**config.mk**
```make
export PLATFORM = sky130hd
export DESIGN_NAME = alu_arbiter_flat
export DESIGN_NICKNAME = d
export VERILOG_FILES = /design/src/rtl/alu_arbiter_if.sv /design/src/rtl/alu_arbiter.sv /design/src/flat_wrapper.sv
export SDC_FILE = /design/constraint.sdc
export NUM_CORES = 1
export LEC_CHECK = 0
export ABC_AREA = 1
export CAP_MARGIN = 10
export CELL_PAD_IN_SITES_DETAIL_PLACEMENT = 1
export CELL_PAD_IN_SITES_GLOBAL_PLACEMENT = 1
export CORE_MARGIN = 10
export CORE_UTILIZATION = 27
export DETAILED_ROUTE_END_ITERATION = 10
export PLACE_DENSITY = 0.9
export SLEW_MARGIN = 10
export SYNTH_ARGS = -nofsm -noshare
export SYNTH_HDL_FRONTEND = slang
export SYNTH_SLANG_ARGS = --single-unit
```
**constraint.sdc**
```tcl
create_clock -name clk -period 2.7 [get_ports clk]
set_clock_uncertainty 0.1 [all_clocks]
set_input_delay 0.54 -clock clk [delete_from_list [all_inputs] [get_ports clk]]
set_output_delay 0.54 -clock clk [all_outputs]
set_load 0.05 [all_outputs]
```
**src/rtl/alu_arbiter_if.sv**
```systemverilog
// alu_arbiter_if: requester, response and ALU operand-bus signals of alu_arbiter.
// resp_err exists only when ALU_ARB_ILLEGAL_EN is defined.
interface alu_arbiter_if #(
   parameter int XLEN = 32
);
   logic            req0_valid;
   logic            req0_ready;
   logic [6:0]      req0_opcode;
   logic [2:0]      req0_funct3;
   logic            req0_modbit;
   logic [XLEN-1:0] req0_imm;
   logic [XLEN-1:0] req0_rs1;
   logic [XLEN-1:0] req0_rs2;
   logic            req1_valid;
   logic            req1_ready;
   logic [6:0]      req1_opcode;
   logic [2:0]      req1_funct3;
   logic            req1_modbit;
   logic [XLEN-1:0] req1_imm;
   logic [XLEN-1:0] req1_rs1;
   logic [XLEN-1:0] req1_rs2;
   logic            resp0_valid;
   logic            resp0_ready;
   logic            resp1_valid;
   logic            resp1_ready;
   logic [XLEN-1:0] resp_rd;
`ifdef ALU_ARB_ILLEGAL_EN
   logic            resp_err;
`endif
   logic [6:0]      alu_opcode;
   logic [2:0]      alu_funct3;
   logic            alu_modbit;
   logic [XLEN-1:0] alu_imm;
   logic [XLEN-1:0] alu_rs1;
   logic [XLEN-1:0] alu_rs2;
   logic [XLEN-1:0] alu_rd;
   logic            alu_comp;

   modport slave (
      input  req0_valid, req0_opcode, req0_funct3, req0_modbit,
      input  req0_imm, req0_rs1, req0_rs2,
      input  req1_valid, req1_opcode, req1_funct3, req1_modbit,
      input  req1_imm, req1_rs1, req1_rs2,
      input  resp0_ready, resp1_ready, alu_rd, alu_comp,
      output req0_ready, req1_ready, resp0_valid, resp1_valid,
`ifdef ALU_ARB_ILLEGAL_EN
      output resp_err,
`endif
      output resp_rd, alu_opcode, alu_funct3, alu_modbit,
      output alu_imm, alu_rs1, alu_rs2
   );

   modport master (
      output req0_valid, req0_opcode, req0_funct3, req0_modbit,
      output req0_imm, req0_rs1, req0_rs2,
      output req1_valid, req1_opcode, req1_funct3, req1_modbit,
      output req1_imm, req1_rs1, req1_rs2,
      output resp0_ready, resp1_ready, alu_rd, alu_comp,
      input  req0_ready, req1_ready, resp0_valid, resp1_valid,
`ifdef ALU_ARB_ILLEGAL_EN
      input  resp_err,
`endif
      input  resp_rd, alu_opcode, alu_funct3, alu_modbit,
      input  alu_imm, alu_rs1, alu_rs2
   );
endinterface

```
**src/rtl/alu_arbiter.sv**
```systemverilog
// alu_arbiter: round-robin sharing of one registered ALU between two requesters.
// Optional ALU_ARB_ILLEGAL_EN: illegal encodings bypass the ALU with resp_err=1.
module alu_arbiter #(
   parameter int XLEN       = 32,
   parameter int RESET_PRIO = 0
) (
   input logic          clk,
   input logic          rst,
   alu_arbiter_if.slave bus
);
   localparam logic [1:0] S_IDLE  = 2'd0;
   localparam logic [1:0] S_ISSUE = 2'd1;
   localparam logic [1:0] S_CAPT  = 2'd2;
   localparam logic [1:0] S_RESP  = 2'd3;
   localparam logic [6:0] OPC_IMM = 7'b0010011;
   localparam logic [6:0] OPC_OP  = 7'b0110011;

   logic [1:0]      state_q, state_d;
   logic            owner_q, owner_d;
   logic            last_grant_q, last_grant_d;
   logic [6:0]      opcode_q, opcode_d;
   logic [2:0]      funct3_q, funct3_d;
   logic            modbit_q, modbit_d;
   logic [XLEN-1:0] imm_q, imm_d;
   logic [XLEN-1:0] rs1_q, rs1_d;
   logic [XLEN-1:0] rs2_q, rs2_d;
   logic [XLEN-1:0] result_q, result_d;
   logic            gnt0, gnt1;
   logic            resp_act;
   logic [6:0]      sel_opcode;
   logic [2:0]      sel_funct3;
   logic            sel_modbit;
   logic [XLEN-1:0] sel_imm, sel_rs1, sel_rs2;
`ifdef ALU_ARB_ILLEGAL_EN
   logic            err_q, err_d;
   logic            illegal;
`endif

   // Grants only in IDLE; on a tie the requester not served last wins.
   always_comb begin
      gnt0 = 1'b0;
      gnt1 = 1'b0;
      if (state_q == S_IDLE) begin
         gnt0 = bus.req0_valid & (~bus.req1_valid | last_grant_q);
         gnt1 = bus.req1_valid & (~bus.req0_valid | ~last_grant_q);
      end
   end

   always_comb begin
      sel_opcode = gnt1 ? bus.req1_opcode : bus.req0_opcode;
      sel_funct3 = gnt1 ? bus.req1_funct3 : bus.req0_funct3;
      sel_modbit = gnt1 ? bus.req1_modbit : bus.req0_modbit;
      sel_imm    = gnt1 ? bus.req1_imm    : bus.req0_imm;
      sel_rs1    = gnt1 ? bus.req1_rs1    : bus.req0_rs1;
      sel_rs2    = gnt1 ? bus.req1_rs2    : bus.req0_rs2;
   end

`ifdef ALU_ARB_ILLEGAL_EN
   always_comb begin
      illegal = 1'b0;
      if (sel_opcode != OPC_IMM && sel_opcode != OPC_OP)
         illegal = 1'b1;
      else if (sel_opcode == OPC_OP && sel_modbit &&
               sel_funct3 != 3'b000 && sel_funct3 != 3'b101)
         illegal = 1'b1;
      else if (sel_opcode == OPC_IMM && sel_modbit &&
               sel_funct3 == 3'b001)
         illegal = 1'b1;
   end
`endif

   always_comb begin
      state_d      = state_q;
      owner_d      = owner_q;
      last_grant_d = last_grant_q;
      opcode_d     = opcode_q;
      funct3_d     = funct3_q;
      modbit_d     = modbit_q;
      imm_d        = imm_q;
      rs1_d        = rs1_q;
      rs2_d        = rs2_q;
      result_d     = result_q;
`ifdef ALU_ARB_ILLEGAL_EN
      err_d        = err_q;
`endif
      unique case (state_q)
         S_IDLE: begin
            if (gnt0 | gnt1) begin
               owner_d      = gnt1;
               last_grant_d = gnt1;
               opcode_d     = sel_opcode;
               funct3_d     = sel_funct3;
               modbit_d     = sel_modbit;
               imm_d        = sel_imm;
               rs1_d        = sel_rs1;
               rs2_d        = sel_rs2;
               state_d      = S_ISSUE;
`ifdef ALU_ARB_ILLEGAL_EN
               err_d        = illegal;
               if (illegal) begin
                  result_d = '0;
                  state_d  = S_RESP;
               end
`endif
            end
         end
         S_ISSUE: state_d = S_CAPT;
         S_CAPT: begin
            if (bus.alu_comp) begin
               result_d = bus.alu_rd;
               state_d  = S_RESP;
            end
         end
         S_RESP: begin
            if (owner_q ? bus.resp1_ready : bus.resp0_ready)
               state_d = S_IDLE;
         end
         default: state_d = S_IDLE;
      endcase
   end

   always_ff @(posedge clk) begin
      if (rst) begin
         state_q      <= S_IDLE;
         owner_q      <= 1'b0;
         last_grant_q <= (RESET_PRIO == 0);
         opcode_q     <= '0;
         funct3_q     <= '0;
         modbit_q     <= 1'b0;
         imm_q        <= '0;
         rs1_q        <= '0;
         rs2_q        <= '0;
         result_q     <= '0;
`ifdef ALU_ARB_ILLEGAL_EN
         err_q        <= 1'b0;
`endif
      end else begin
         state_q      <= state_d;
         owner_q      <= owner_d;
         last_grant_q <= last_grant_d;
         opcode_q     <= opcode_d;
         funct3_q     <= funct3_d;
         modbit_q     <= modbit_d;
         imm_q        <= imm_d;
         rs1_q        <= rs1_d;
         rs2_q        <= rs2_d;
         result_q     <= result_d;
`ifdef ALU_ARB_ILLEGAL_EN
         err_q        <= err_d;
`endif
      end
   end

   assign resp_act        = (state_q == S_RESP);
   assign bus.req0_ready  = gnt0;
   assign bus.req1_ready  = gnt1;
   assign bus.resp0_valid = resp_act & ~owner_q;
   assign bus.resp1_valid = resp_act & owner_q;
   assign bus.resp_rd     = resp_act ? result_q : '0;
`ifdef ALU_ARB_ILLEGAL_EN
   assign bus.resp_err    = resp_act & err_q;
`endif

   // The operand bus always mirrors the latched payload.
   assign bus.alu_opcode  = opcode_q;
   assign bus.alu_funct3  = funct3_q;
   assign bus.alu_modbit  = modbit_q;
   assign bus.alu_imm     = imm_q;
   assign bus.alu_rs1     = rs1_q;
   assign bus.alu_rs2     = rs2_q;
endmodule

```
**src/flat_wrapper.sv**
```systemverilog
// flat-port wrapper written by rule: the top's interface ports become plain ports
module alu_arbiter_flat 
#(
   parameter int XLEN       = 32,
   parameter int RESET_PRIO = 0
)
  (clk, rst, bus_req0_valid, bus_req0_opcode, bus_req0_funct3, bus_req0_modbit, bus_req0_imm, bus_req0_rs1, bus_req0_rs2, bus_req1_valid, bus_req1_opcode, bus_req1_funct3, bus_req1_modbit, bus_req1_imm, bus_req1_rs1, bus_req1_rs2, bus_resp0_ready, bus_resp1_ready, bus_alu_rd, bus_alu_comp, bus_req0_ready, bus_req1_ready, bus_resp0_valid, bus_resp1_valid, bus_resp_rd, bus_alu_opcode, bus_alu_funct3, bus_alu_modbit, bus_alu_imm, bus_alu_rs1, bus_alu_rs2);
  alu_arbiter_if #(.XLEN(XLEN)) bus_i ();
  input logic clk;
  input logic rst;
  input wire logic [$bits(bus_i.req0_valid)-1:0] bus_req0_valid;
  input wire logic [$bits(bus_i.req0_opcode)-1:0] bus_req0_opcode;
  input wire logic [$bits(bus_i.req0_funct3)-1:0] bus_req0_funct3;
  input wire logic [$bits(bus_i.req0_modbit)-1:0] bus_req0_modbit;
  input wire logic [$bits(bus_i.req0_imm)-1:0] bus_req0_imm;
  input wire logic [$bits(bus_i.req0_rs1)-1:0] bus_req0_rs1;
  input wire logic [$bits(bus_i.req0_rs2)-1:0] bus_req0_rs2;
  input wire logic [$bits(bus_i.req1_valid)-1:0] bus_req1_valid;
  input wire logic [$bits(bus_i.req1_opcode)-1:0] bus_req1_opcode;
  input wire logic [$bits(bus_i.req1_funct3)-1:0] bus_req1_funct3;
  input wire logic [$bits(bus_i.req1_modbit)-1:0] bus_req1_modbit;
  input wire logic [$bits(bus_i.req1_imm)-1:0] bus_req1_imm;
  input wire logic [$bits(bus_i.req1_rs1)-1:0] bus_req1_rs1;
  input wire logic [$bits(bus_i.req1_rs2)-1:0] bus_req1_rs2;
  input wire logic [$bits(bus_i.resp0_ready)-1:0] bus_resp0_ready;
  input wire logic [$bits(bus_i.resp1_ready)-1:0] bus_resp1_ready;
  input wire logic [$bits(bus_i.alu_rd)-1:0] bus_alu_rd;
  input wire logic [$bits(bus_i.alu_comp)-1:0] bus_alu_comp;
  output wire logic [$bits(bus_i.req0_ready)-1:0] bus_req0_ready;
  output wire logic [$bits(bus_i.req1_ready)-1:0] bus_req1_ready;
  output wire logic [$bits(bus_i.resp0_valid)-1:0] bus_resp0_valid;
  output wire logic [$bits(bus_i.resp1_valid)-1:0] bus_resp1_valid;
  output wire logic [$bits(bus_i.resp_rd)-1:0] bus_resp_rd;
  output wire logic [$bits(bus_i.alu_opcode)-1:0] bus_alu_opcode;
  output wire logic [$bits(bus_i.alu_funct3)-1:0] bus_alu_funct3;
  output wire logic [$bits(bus_i.alu_modbit)-1:0] bus_alu_modbit;
  output wire logic [$bits(bus_i.alu_imm)-1:0] bus_alu_imm;
  output wire logic [$bits(bus_i.alu_rs1)-1:0] bus_alu_rs1;
  output wire logic [$bits(bus_i.alu_rs2)-1:0] bus_alu_rs2;
  assign bus_i.req0_valid = bus_req0_valid;
  assign bus_i.req0_opcode = bus_req0_opcode;
  assign bus_i.req0_funct3 = bus_req0_funct3;
  assign bus_i.req0_modbit = bus_req0_modbit;
  assign bus_i.req0_imm = bus_req0_imm;
  assign bus_i.req0_rs1 = bus_req0_rs1;
  assign bus_i.req0_rs2 = bus_req0_rs2;
  assign bus_i.req1_valid = bus_req1_valid;
  assign bus_i.req1_opcode = bus_req1_opcode;
  assign bus_i.req1_funct3 = bus_req1_funct3;
  assign bus_i.req1_modbit = bus_req1_modbit;
  assign bus_i.req1_imm = bus_req1_imm;
  assign bus_i.req1_rs1 = bus_req1_rs1;
  assign bus_i.req1_rs2 = bus_req1_rs2;
  assign bus_i.resp0_ready = bus_resp0_ready;
  assign bus_i.resp1_ready = bus_resp1_ready;
  assign bus_i.alu_rd = bus_alu_rd;
  assign bus_i.alu_comp = bus_alu_comp;
  assign bus_req0_ready = bus_i.req0_ready;
  assign bus_req1_ready = bus_i.req1_ready;
  assign bus_resp0_valid = bus_i.resp0_valid;
  assign bus_resp1_valid = bus_i.resp1_valid;
  assign bus_resp_rd = bus_i.resp_rd;
  assign bus_alu_opcode = bus_i.alu_opcode;
  assign bus_alu_funct3 = bus_i.alu_funct3;
  assign bus_alu_modbit = bus_i.alu_modbit;
  assign bus_alu_imm = bus_i.alu_imm;
  assign bus_alu_rs1 = bus_i.alu_rs1;
  assign bus_alu_rs2 = bus_i.alu_rs2;
  alu_arbiter #(.XLEN(XLEN), .RESET_PRIO(RESET_PRIO)) u_core (.clk(clk), .rst(rst), .bus(bus_i));
endmodule
```
==> results.md, run 1 <==
- Status: finished clean
- Crit. Startpoint: u_core.state_q[1]$_SDFFE_PP0P_
- First-pass GRT wire length: 49.1 mm
- Hpwl dp: 25.2 mm
- Clock root cell: clkbuf_16
- Cell Area, Synth: 7190 µm²
- Total Power: 12.3 mW
- IO Count: 396
- Slew Limit Fails: 0
- Setup crit start kind: register
- Post-CTS sizing: 0
- Final setup viols: 0
- Critical Path RT: 2.06 ns
- # port buffers: 395
- Period Utilization, post-route: 89.4%
- Dpl cell area: 11800 µm²
- Hold depth: 2
- Worst vdd ir: 0.518 mV
- Final ANT Viol Nets: 0
- NumNets Final: 1785
- Register area: 2860 µm²
- Pin count of the biggest net entering global routing: 71
- Post-route cell area: 12400 µm²
- Crit Path Max Fanout: 35
- Layout cell share with drive strength beyond 1: 5.84%
- Yosys warning count: 0
- R2r startpoint: u_core.state_q[0]$_SDFFE_PP0P_
- Chip height: 183 µm
- Slew margin rel.: 60.3%
- Cells after synthesis: 1168
- R2R cell count: 9
- Hold EP: u_core.result_q[19]$_SDFFE_PP0P_
- Worst-Margin Slew: 0.594 ns
- Gp weighted congestion: 0.799
- Critical R2R Capture: u_core.bus.alu_imm[31]$_SDFFE_PP0P_
- Unrepaired setup endpoints after global routing: no
- Row count: 59
- Hold_buf cts: 0
- CTS sink cnt: 143
- Max Cap Violations: 0
- Total Die Area: 33500 µm²
- Setup Buffers After CTS: 0
- Seq/Total Area, Yosys: 39.8%
- Core Footprint: 26100 µm²
- Core Util, Final: 47.3%
- Drt first pass iters: 4
- Worst Hold Launch: u_core.result_q[19]$_SDFFE_PP0P_
- PD cells: 998 nW/µm²
- Initial Util: 27.5%
- Syn-to-layout area delta: 72.0%
- 1st-iter DRT viols: 320
- Remaining global-route overflow: 0
- Synth cell types: 17
- Data arrival, critical path: 1.77 ns
- DRC viols: 0
- Num CTS Buffers: 17
- Clock Pin Slew Worst Setup and Hold Paths: 0.07 ns
- Crit path capture type: output port
- Synth Net Count: 1425
- R2R setup slack: 0.62 ns
- Initial antenna violation count: 2
- CTS tree: yes
- Multi-input logic area: 3000 µm²
- Gr usage total: 18.3%
- Flops & latches, synth: 143
- Fill count: 3283
- H-tree depth: 4
- Routed wire per std cell: 17.1 µm
- Min Tclk post-route: 2.41 ns
- Clock Path Buffers: 2
- Hold Crit Class: register to register
- Vias per cell: 4.46
- Die Width: 183 µm
- Vias in the first global route: 9186
- Hold Worst Slack: 0.391 ns
- Routed Wire Length: 32.1 mm
- Static Leakage: 6.50 nW
- Worst-Skew Late Latency: 0.41 ns
- DR vias: 8377
- WS Path Type: register to output port
- Syn avg cell area: 6.15 µm²
- Final hold violations: 0
- Setup_tns: 0 ns
- Fmax: 414 MHz
==> worst max-delay path, cell delays in order, from the launching register on <==
cell and delay (ns):
dfxtp_1 0.35, ha_1 0.15, buf_4 0.35, inv_1 0.11, nor2_1 0.22, buf_12 0.18
==> cells in the mapped netlist, drive strengths merged <==
library cell | number | share of area (%)
clkbuf | 26 | 1.4
buf | 45 | 3.9
nand4 | 1 | 0.087
inv | 259 | 14
nand2 | 366 | 19
dfxtp | 143 | 40
a21oi | 2 | 0.14
o21ai | 139 | 9.7
ha | 4 | 0.70
nor2 | 69 | 3.6
nand3 | 114 | 7.9
==> layout by cell type, fill, tap and decap left out, types with 6 or more instances in the layout <==
| cell type | Yosys | routed |
|---|---|---|
| nand3_1 | 114 | 113 |
| dfxtp_1 | 143 | 143 |
| o21ai_1 | 18 | 18 |
| o21ai_0 | 121 | 121 |
| nand2_1 | 364 | 364 |
| buf_12 | 0 | 44 |
| nor2_1 | 69 | 69 |
| clkdlybuf4s50_1 | 0 | 359 |
| inv_1 | 258 | 257 |
| clkbuf_16 | 0 | 17 |
| buf_4 | 16 | 9 |
| inv_6 | 0 | 6 |
==> metrics by stage <==
stage / worst slack (ns) / std cells
after floorplan: 0.679 / 1168
final: 0.285 / 1878
after global routing: 0.145 / 1878
after detailed placement: 0.318 / 1844
after global placement: 0.432 / 1844
after CTS: 0.243 / 1876
==> state kept, by name, summed over array words and instances (netlist names) <==
register               cells
u_core.bus.alu_rs2        32
u_core.bus.alu_modbit      1
u_core.last_grant_q        1
u_core.bus.alu_funct3      3
u_core.owner_q             1
u_core.bus.alu_imm        32
u_core.state_q             2
u_core.bus.alu_opcode      7
u_core.bus.alu_rs1        32
u_core.result_q           32
==> routing by layer <==
| metal | routed length, µm | vias up | part of all wire, % | GRT usage (%) |
|---|---|---|---|---|
| met5 | 0 | - | 0 | 0 |
| met4 | 749 | 0 | 2.3 | 6.46 |
| met3 | 2360 | 39 | 7.4 | 5.97 |
| met2 | 16500 | 264 | 51 | 33.6 |
| met1 | 12400 | 3886 | 39 | 19.2 |
| li1 | - | 4188 | - | - |
==> cell families (layout without fill, tap and decap cells) <==
group	count (synthesis)	in the layout	share of synthesized area, %
AND/OR/NAND/NOR	550	550	30.8
buffers and inverters	330	703	18.8
flip-flops	143	143	39.8
AO/OA/AOI/OAI	141	141	9.82
adder cells (fa/ha/maj)	4	4	0.697
other	0	2	0
==> power by group <==
part | switching, mW | internal (mW)
Sequential | 0.368 | 2.82
Combinational | 4.54 | 2.31
Clock | 1.06 | 1.24
==> layout make-up <==
class,instances,share of cell area (%)
clock buffer,18,3.55
clock inverter,14,0.982
timing repair buffer,412,36.7
multi-input combinational,695,24.2
sequential,143,23.2
tap,335,3.39
antenna,2,0.0405
inverter,259,7.89
==> worst max path at each step <==
| stage | endpoint | slack [ns] | depth (start not counted) |
|---|---|---|---|
| floorplan | bus_resp0_valid | 0.68 | 4 |
| global placement | u_core.bus.alu_rs1[17]$_SDFFE_PP0P_ | 0.43 | 8 |
| detailed placement | u_core.bus.alu_modbit$_SDFFE_PP0P_ | 0.32 | 8 |
| CTS | bus_resp0_valid | 0.24 | 5 |
| global route | bus_resp0_valid | 0.14 | 5 |
| finish | bus_resp0_valid | 0.29 | 5 |
(Power assumes the default switching activity.)
==> inputs of run 2 (changes only) <==
Settings changed: CORE_AREA set to 10 10 147 149, CORE_MARGIN 10 to unset, CORE_UTILIZATION 27 to unset, DIE_AREA set to 0 0 157 159, DONT_BUFFER_PORTS set to 1, PLACE_DENSITY 0.9 to 0.79.
==> results.md, run 2 (synthesis gave the netlist of run 1 again) <==
- Status: finished clean
- DRC viols: 0 (unchanged)
- Final ANT Viol Nets: 0 (unchanged)
- Num CTS Buffers: 17 (unchanged)
- Vias in the first global route: 7029 (-23%)
- Period Utilization, post-route: 89.6% (+0.12 points)
- Gp weighted congestion: 0.807 (+0.99%)
- Die Width: 157 µm (-14%)
- Clock root cell: clkbuf_16
- Most frequent cells in the layout: nand2_1, inv_1, dfxtp_1
- Unrepaired setup endpoints after global routing: no
- Critical Path RT: 2.06 ns (about the same)
- Remaining global-route overflow: 0 (unchanged)
- Fill count: 2501 (-24%)
- Setup_tns: 0 ns (unchanged)
- Hpwl dp: 19.9 mm (-21%)
- Critical R2R Capture: u_core.bus.alu_rs1[8]$_SDFFE_PP0P_
- Row count: 50 (-15%)
- IO Count: 396 (unchanged)
- Crit Path Max Fanout: 35 (unchanged)
- Setup Buffers After CTS: 0 (unchanged)
- First-pass GRT wire length: 39.5 mm (-20%)
- Final hold violations: 0 (unchanged)
- Max Cap Violations: 0 (unchanged)
- Hold_buf cts: 0 (unchanged)
- Setup crit start kind: register
- CTS sink cnt: 143 (unchanged)
- Routed Wire Length: 25.8 mm (-20%)
- Clock Path Buffers: 2 (unchanged)
- Gr usage total: 19.9% (+1.6 points)
- Pre-CTS setup slack: 0.622 ns (+0.303 ns)
- Setup crit end: bus_resp_rd[21]
- R2R cell count: 9 (unchanged)
- Core Footprint: 18600 µm² (-29%)
- Final worst-path setup slack: 0.282 ns (-0.00331 ns)
- DR vias: 6859 (-18%)
- Hold Crit Class: primary input to register
- Fmax: 414 MHz (-0.14%)
- CTS tree: yes
- Crit path capture type: output port
- Slew Limit Fails: 0 (unchanged)
- Chip height: 159 µm (-13%)
- Drt first pass iters: 4 (unchanged)
- R2R setup slack: 0.62 ns (about the same)
- R2r startpoint: u_core.state_q[0]$_SDFFE_PP0P_
- Static Leakage: 4.81 nW (-26%)
- Final setup viols: 0 (unchanged)
- WS Path Type: register to output port
- Clock Pin Slew Worst Setup and Hold Paths: 0.06 ns (about the same)
- Worst Hold Launch: rst
- # port buffers: 0 (-100%)
- Pin count of the biggest net entering global routing: 66 (-7.0%)
- Total Die Area: 25000 µm² (-26%)
- Slew margin rel.: 58.1% (-2.2 points)
- Data arrival, critical path: 1.78 ns (about the same)
- 1st-iter DRT viols: 269 (-16%)
- Vias per cell: 4.96 (+11%)
- NumNets Final: 1391 (-22%)
- Initial antenna violation count: 1 (-1)
- Post-CTS sizing: 0 (unchanged)
- PD cells: 1340 nW/µm² (+34%)
- Routed wire per std cell: 18.6 µm (+9.2%)
- Syn-to-layout area delta: 9.66%
- Crit. Startpoint: u_core.state_q[1]$_SDFFE_PP0P_
- Worst-Margin Slew: 0.628 ns (+0.0336 ns)
- Initial Util: 38.7% (+11 points)
- Layout cell share with drive strength beyond 1: 4.80% (-1.0 points)
- Worst vdd ir: 0.497 mV (-4.0%)
- Min Tclk post-route: 2.42 ns (+0.00331 ns)
- Worst-Skew Late Latency: 0.42 ns (about the same)
- Most common cell after layout, fill and taps aside: nand2_1
- H-tree depth: 4 (unchanged)
-- run 2: cell count changes in the layout (fill, tap and decap cells not counted), moves of 3 or more --
| cell | delta |
|---|---|
| buf_12 | -39 |
| clkdlybuf4s50_1 | -359 |
| inv_8 | -3 |
| buf_4 | +4 |
| inv_6 | -3 |
| clkinvlp_4 | +3 |
-- run 2: area by class of cell --
class                   count  area (µm²)  share of cell area, %
clock inverters            12        85.1                   1.08
flip-flops and latches    143        2860                   36.3
multi-input cells         695        3000                   38.0
clock buffers              20         467                   5.92
repair buffers             18         198                   2.51
well taps                 234         293                   3.72
diodes                      1        2.50                 0.0318
inverters                 259         976                   12.4
-- run 2: through the flow --
| stage | cells | instance area [µm²] | power [mW] | utilization, % | hold WS (ns) |
|---|---|---|---|---|---|
| floorplan | 1168 | 7190 | 7.55 | - | 0.355 |
| global placement | 1349 | 7330 | 8.33 | 39.4 | 0.363 |
| detailed placement | 1349 | 7330 | 8.44 | 39.4 | 0.371 |
| CTS | 1381 | 7880 | 10.7 | 42.4 | 0.0568 |
| global route | 1381 | 7880 | 11.3 | 42.4 | 0.0732 |
| finish | 1382 | 7880 | 10.5 | 42.4 | 0.0811 |
-- run 2: report_power, final --
part | internal (mW) | switching, mW | total, mW
logic | 0.950 | 1.91 | 2.86
registers | 2.83 | 2.66 | 5.48
clock network | 1.25 | 0.952 | 2.20
total | 5.03 | 5.52 | 10.5
-- run 2: how the worst min path moves through the flow --
stage / end / slack [ns] / cells past startpoint
6_report: u_core.owner_q$_SDFFE_PP0P_ / 0.08 / 1
5_1_grt: u_core.owner_q$_SDFFE_PP0P_ / 0.07 / 1
4_1_cts: u_core.owner_q$_SDFFE_PP0P_ / 0.06 / 1
3_5_place_dp: u_core.result_q[25]$_SDFFE_PP0P_ / 0.37 / 2
3_3_place_gp: u_core.result_q[20]$_SDFFE_PP0P_ / 0.36 / 2
2_1_floorplan: u_core.result_q[10]$_SDFFE_PP0P_ / 0.35 / 2
-- run 2: metal layers --
layer	vias to the layer above	track usage (%)	wire, µm	share of wire [%]
li1	3393	-	-	-
met2	259	34.4	12800	50
met3	29	8.58	2650	10
met5	-	0	0	0
met1	3178	21.3	9800	38
met4	0	6.27	459	1.8
-- run 2: worst max-delay path, stage by stage (launching register included) --
cell and delay (ns):
dfxtp_1 0.36, ha_1 0.16, buf_4 0.35, nand2_1 0.11, inv_1 0.36
